File: src/rtl/sonic_echo_responder.sv
// Sensor-side responder for the Trig/Echo ultrasonic ranging link: answers a valid trig
// pulse with an echo whose width encodes distance_cm. Optional macro SONIC_JITTER_EN adds LFSR timing noise.
module sonic_echo_responder #(
  parameter int CLK_PER_US = 100,
  parameter int TRIG_MIN_US = 10,
  parameter int BURST_US = 200,
  parameter int US_PER_CM = 58,
  parameter int MAX_CM = 400,
  parameter int TIMEOUT_US = 38000,
  parameter int HOLDOFF_US = 1000
) (
  input  logic       clk,
  input  logic       rst,
  input  logic       trig,
  input  logic [8:0] distance_cm,
  output logic       echo,
  output logic       busy,
  output logic       trig_err,
  output logic [15:0] resp_cnt,
  output logic [2:0] dbg_state
);

  typedef enum logic [2:0] {
    S_IDLE    = 3'd0,
    S_TRIG_HI = 3'd1,
    S_DELAY   = 3'd2,
    S_ECHO    = 3'd3,
    S_HOLDOFF = 3'd4
  } state_t;

  localparam int MIN_CYC = TRIG_MIN_US * CLK_PER_US;
  localparam int PW = (CLK_PER_US > 1) ? $clog2(CLK_PER_US) : 1;
  localparam int WW = $clog2(MIN_CYC + 1);
  localparam logic [PW-1:0] PRESC_LAST = PW'(CLK_PER_US - 1);
  // The rise cycle itself is not counted, so a pin high for N cycles leaves N-1 here.
  localparam logic [WW-1:0] WIDTH_OK = WW'(MIN_CYC - 1);
  localparam logic [23:0] BURST_LAST = 24'(BURST_US - 1);
  localparam logic [23:0] HOLD_LAST = 24'(HOLDOFF_US - 1);
  localparam logic [9:0] MAX_CM_W = 10'(MAX_CM);

  state_t        r_state;
  logic          r_sync1, r_sync2, r_sync_d;
  logic [PW-1:0] r_presc;
  logic [23:0]   r_us_cnt;
  logic [WW-1:0] r_width;
  logic [8:0]    r_dist_q;
  logic [23:0]   r_echo_len;
  logic          r_echo;
  logic          r_trig_err;
  logic [15:0]   r_resp_cnt;
  logic          w_rise, w_fall, w_tick;
  logic [23:0]   w_len;
`ifdef SONIC_JITTER_EN
  logic [15:0]   r_lfsr;
`endif

  always_ff @(posedge clk or posedge rst) begin
    if (rst) begin
      r_sync1  <= 1'b0;
      r_sync2  <= 1'b0;
      r_sync_d <= 1'b0;
    end else begin
      r_sync1  <= trig;
      r_sync2  <= r_sync1;
      r_sync_d <= r_sync2;
    end
  end

  assign w_rise = r_sync2 & ~r_sync_d;
  assign w_fall = ~r_sync2 & r_sync_d;
  assign w_tick = (r_presc == PRESC_LAST);

  always_comb begin
    w_len = 24'(TIMEOUT_US);
    if (r_dist_q != 9'd0 && {1'b0, r_dist_q} <= MAX_CM_W)
      w_len = 24'(r_dist_q) * 24'(US_PER_CM);
`ifdef SONIC_JITTER_EN
    w_len = w_len + 24'(r_lfsr[2:0]);
`endif
  end

  // Every state change clears the prescaler and microsecond counter, so each
  // timed state lasts an exact multiple of CLK_PER_US cycles.
  always_ff @(posedge clk or posedge rst) begin
    if (rst) begin
      r_state    <= S_IDLE;
      r_presc    <= '0;
      r_us_cnt   <= '0;
      r_width    <= '0;
      r_dist_q   <= '0;
      r_echo_len <= '0;
      r_echo     <= 1'b0;
      r_trig_err <= 1'b0;
      r_resp_cnt <= '0;
`ifdef SONIC_JITTER_EN
      r_lfsr     <= 16'hACE1;
`endif
    end else begin
      r_trig_err <= 1'b0;
      r_presc    <= w_tick ? '0 : r_presc + 1'b1;
      r_us_cnt   <= w_tick ? r_us_cnt + 24'd1 : r_us_cnt;
      case (r_state)
        S_IDLE: begin
          if (w_rise) begin
            r_state  <= S_TRIG_HI;
            r_width  <= '0;
            r_presc  <= '0;
            r_us_cnt <= '0;
          end
        end
        S_TRIG_HI: begin
          if (w_fall) begin
            r_presc  <= '0;
            r_us_cnt <= '0;
            if (r_width >= WIDTH_OK) begin
              r_dist_q <= distance_cm;
              r_state  <= S_DELAY;
`ifdef SONIC_JITTER_EN
              r_lfsr   <= {r_lfsr[14:0], r_lfsr[15] ^ r_lfsr[13] ^ r_lfsr[12] ^ r_lfsr[10]};
`endif
            end else begin
              r_trig_err <= 1'b1;
              r_state    <= S_IDLE;
            end
          end else if (r_width < WIDTH_OK) begin
            r_width <= r_width + 1'b1;
          end
        end
        S_DELAY: begin
          if (w_tick && r_us_cnt == BURST_LAST) begin
            r_echo_len <= w_len;
            r_echo     <= 1'b1;
            r_state    <= S_ECHO;
            r_presc    <= '0;
            r_us_cnt   <= '0;
          end
        end
        S_ECHO: begin
          if (w_tick && r_us_cnt == r_echo_len - 24'd1) begin
            r_echo     <= 1'b0;
            r_resp_cnt <= r_resp_cnt + 16'd1;
            r_state    <= S_HOLDOFF;
            r_presc    <= '0;
            r_us_cnt   <= '0;
          end
        end
        S_HOLDOFF: begin
          if (w_tick && r_us_cnt == HOLD_LAST) begin
            r_state  <= S_IDLE;
            r_presc  <= '0;
            r_us_cnt <= '0;
          end
        end
        default: r_state <= S_IDLE;
      endcase
    end
  end

  assign echo      = r_echo;
  assign busy      = (r_state != S_IDLE);
  assign trig_err  = r_trig_err;
  assign resp_cnt  = r_resp_cnt;
  assign dbg_state = r_state;

endmodule

File: config.mk
export PLATFORM = sky130hd
export DESIGN_NAME = sonic_echo_responder
export DESIGN_NICKNAME = d
export VERILOG_FILES = /design/src/rtl/sonic_echo_responder.sv
export SDC_FILE = /design/constraint.sdc
export NUM_CORES = 1
export LEC_CHECK = 0
export CORE_ASPECT_RATIO = 1.5
export CORE_UTILIZATION = 61
export DETAILED_ROUTE_END_ITERATION = 10
export PLACE_DENSITY_LB_ADDON = 0.2
export SKIP_LAST_GASP = 1
export SLEW_MARGIN = 5
export SYNTH_ARGS = -nofsm -noshare
export SYNTH_HDL_FRONTEND = slang
export SYNTH_SLANG_ARGS = --single-unit
export TNS_END_PERCENT = 20
File: constraint.sdc
create_clock -name clk -period 4.4 [get_ports clk]
set_input_delay 0.44 -clock clk [delete_from_list [all_inputs] [get_ports clk]]
set_output_delay 0.44 -clock clk [all_outputs]
set_load 0.03 [all_outputs]
==> results.md <==
- Max frequency: about 260 MHz
- Routed vias: 4568
- Num rows: 43
- Maximum vdd drop: 229 uV
- ANT nets after route: 0
- Area Growth Syn to Fin: 11.4%
- Worst slew margin: 34.4%
- Design Area, Final: 0.00659 mm^2
- Status: finished, final reports clean
- Detailed Place HPWL: 9030 um
- Max incr delay on CP: 0.54 ns
- Lkg Pwr: 3.06 nW
- Max-Cap Viols: 0
- H-tree depth: 3
- Final period util: 88.3%
- Iter 0 DRT Violations: 303
- Share of layout cells above drive strength 1: about 7.7%
- Nets: 709
- Yosys synthesis warning count: 0
- PD cells: about 300 mW/mm^2
- Worst path top cell family by delay: adder cells
- Ys async rst share: 100%
- Fin Setup TNS: 0 ns
- Post-layout minimum cycle time: 3.89 ns
- Final Hold Viols: 0
- 1st-pass router iterations: 5
- Critical Setup Path Class: reg -> reg
- Gr usage total: between 20% and 30%
- Final hold slack: 0.386 ns
- Crit path max-delay cell type: fa_1
- Die Span Y: 123 um
- Vias per Instance: around 6
- Dominant register cell in the synthesized netlist: dfrtp_1
- Setup crit end kind: register
- Setup bufs post-CTS: 0
- Final setup fails: 0
- Drt wl/cell: 16.4 um
- Worst-path cell chain: inv_1, fa_1, inv_1, ha_1, fa_1, ha_1, a21o_1, a21o_1, a21oi_1, nor2b_1, o41ai_1, o21ai_0, xnor2_1, a22o_1
- Fillers: 689
- First-pass GRT wire length: 20800 um
- Layout Skew: 0.00942 ns
- CTS buffer count: 9
- CTS Sinks: 89
- Maximum clock path buffer count: 2
- Initial antenna violation count: 0
- Mean Syn Cell Area: around 9.6 um^2
- Total congestion overflow: 0
- Worst path arrival time: 4.11 ns
- Mapped Cells: 616
- Post-CTS Hold Fix Bufs: 0
- Resized cells post-CTS: 0
- Crit path max fanout: 5
- Hold Path Class: reg -> reg
- EDFF count, synth: 0
- Synthesized area: between 0.005 and 0.006 mm^2
- Final count of pins violating max slew: 0
- Port bufs: 33
- Largest net degree at the start of global routing: 53
- Core area: 0.00931 mm^2
- Residual DRC: 0
- Clock-pin slew on the worst setup and hold paths: 0.07 ns
- Total wire length: 12500 um
- Clk_lat worst skew: 0.34 ns
- Die area: 0.0101 mm^2
- Req. time, crit path: 4.62 ns
- Cell variety after synth: 58
- Ant diodes: 0
- Vias in the first global route: 4453
- Post-synthesis sequential area ratio: 37.7%
- Unrepaired setup endpoints after global routing: no
- TritonCTS clock tree: built
- Buf/Inv on CP: 2
- Initial Utilization: 63.5%
- Io pins: 34
- Slew of the pin with the lowest slew margin: 0.975 ns
- Placed Instance Area: 0.00631 mm^2
- Yosys reg bits: 89
- Root Driver: clkbuf_16
- Mapped Nets: about 680
- Storage element area: approximately 0.0022 mm^2
- Area of the multi-input gates: 0.00346 mm^2
- Final RePlAce weighted congestion: 0.837
- CP Launch Type: register
- Die Wd: 82.4 um
## per-layer routing
layer  global-route usage, %  part of all wire [%]
met1                    31.3                    41
met2                    48.7                    54
met3                    3.72                   3.1
met4                    10.5                   2.2
met5                       0                     0
## sequential cells by signal (all words and copies together) (netlist names)
signal      cells
r_sync1         1
r_sync2         1
r_echo_len     15
r_sync_d        1
r_dist_q        9
resp_cnt       16
r_width        10
r_presc         7
dbg_state       3
r_us_cnt       24
trig_err        1
echo            1
## logic make-up after synthesis
logic type,after synthesis,synth area share (%)
AO/OA/AOI/OAI,60,7.03
XOR/XNOR,77,11.4
adder cells (fa/ha/maj),54,13.1
buffers and inverters,53,3.77
flip-flops,89,37.7
multiplexers,15,2.75
AND/OR/NAND/NOR,268,24.3
## synth_stat cells (5+ instances only)
library cell | instances | area [um^2]
a21o_1 | 5 | 37.5
a21oi_1 | 9 | 45.0
and3_1 | 11 | 68.8
clkbuf_1 | 16 | 60.1
dfrtp_1 | 89 | 2230
fa_1 | 13 | 260
ha_1 | 41 | 513
inv_1 | 33 | 124
mux2_2 | 10 | 113
mux2i_1 | 5 | 50.1
nand2_1 | 40 | 150
nand2b_1 | 7 | 43.8
nand3_1 | 25 | 125
nand4_1 | 19 | 119
nor2_1 | 73 | 274
nor2_2 | 10 | 62.6
nor2b_1 | 8 | 50.1
nor3_1 | 30 | 150
nor4_1 | 7 | 43.8
o21ai_0 | 12 | 60.1
or3_1 | 6 | 37.5
xnor2_1 | 39 | 342
xor2_1 | 38 | 333
## final timing paths
check,start,end,slack (ns),depth (start not counted)
min in group asynchronous,rst,r_presc[5],0.50,2
worst min register to register,r_sync1,r_sync2,0.39,0
worst max register to register,r_dist_q[1],r_echo_len[14],0.51,14
max in group asynchronous,rst,resp_cnt[6],2.82,3
worst max-delay path,r_dist_q[1],r_echo_len[14],0.51,14
worst min-delay path,r_sync1,r_sync2,0.39,0
## placed cells by master (no fill, tap or decap), types with 5 or more instances in the layout
master,count
nand3_1,25
fa_1,13
mux2_2,10
dfrtp_1,89
nand4_1,19
nor2_1,73
a21oi_1,9
nor2_2,10
inv_1,32
nand2b_1,7
clkdlybuf4s50_1,33
mux2i_1,5
nand2_1,40
a21o_1,5
nor2b_1,8
xor2_1,38
nor3_1,30
clkbuf_16,9
ha_1,41
nor4_1,7
and3_1,11
xnor2_1,39
o21ai_0,12
or3_1,6
## through the flow
step	setup WS [ns]	instances	utilization (%)	power (W)
finish	0.513	760	70.8	0.00204
global route	0.196	760	70.8	0.00214
CTS	0.493	760	70.8	0.00206
detailed placement	0.521	744	67.8	0.00133
global placement	0.610	744	67.8	0.00132
floorplan	0.743	616	-	0.00124
## power by group
part           total (W)  leakage [nW]  switching, W  internal [W]
Combinational   0.000419          1.72      0.000224      0.000195
Sequential      0.000893          1.21     0.0000421      0.000851
Clock           0.000724         0.134      0.000334      0.000390
Total            0.00204          3.06      0.000600       0.00144
## layout make-up
class	instances	share of cell area [%]
inverter	33	1.90
clock buffer	10	3.48
multi-input combinational	474	52.6
tap	112	2.13
timing repair buffer	36	5.36
clock inverter	6	0.779
sequential	89	33.8
No activity file was read; power rests on OpenSTA's default activity.
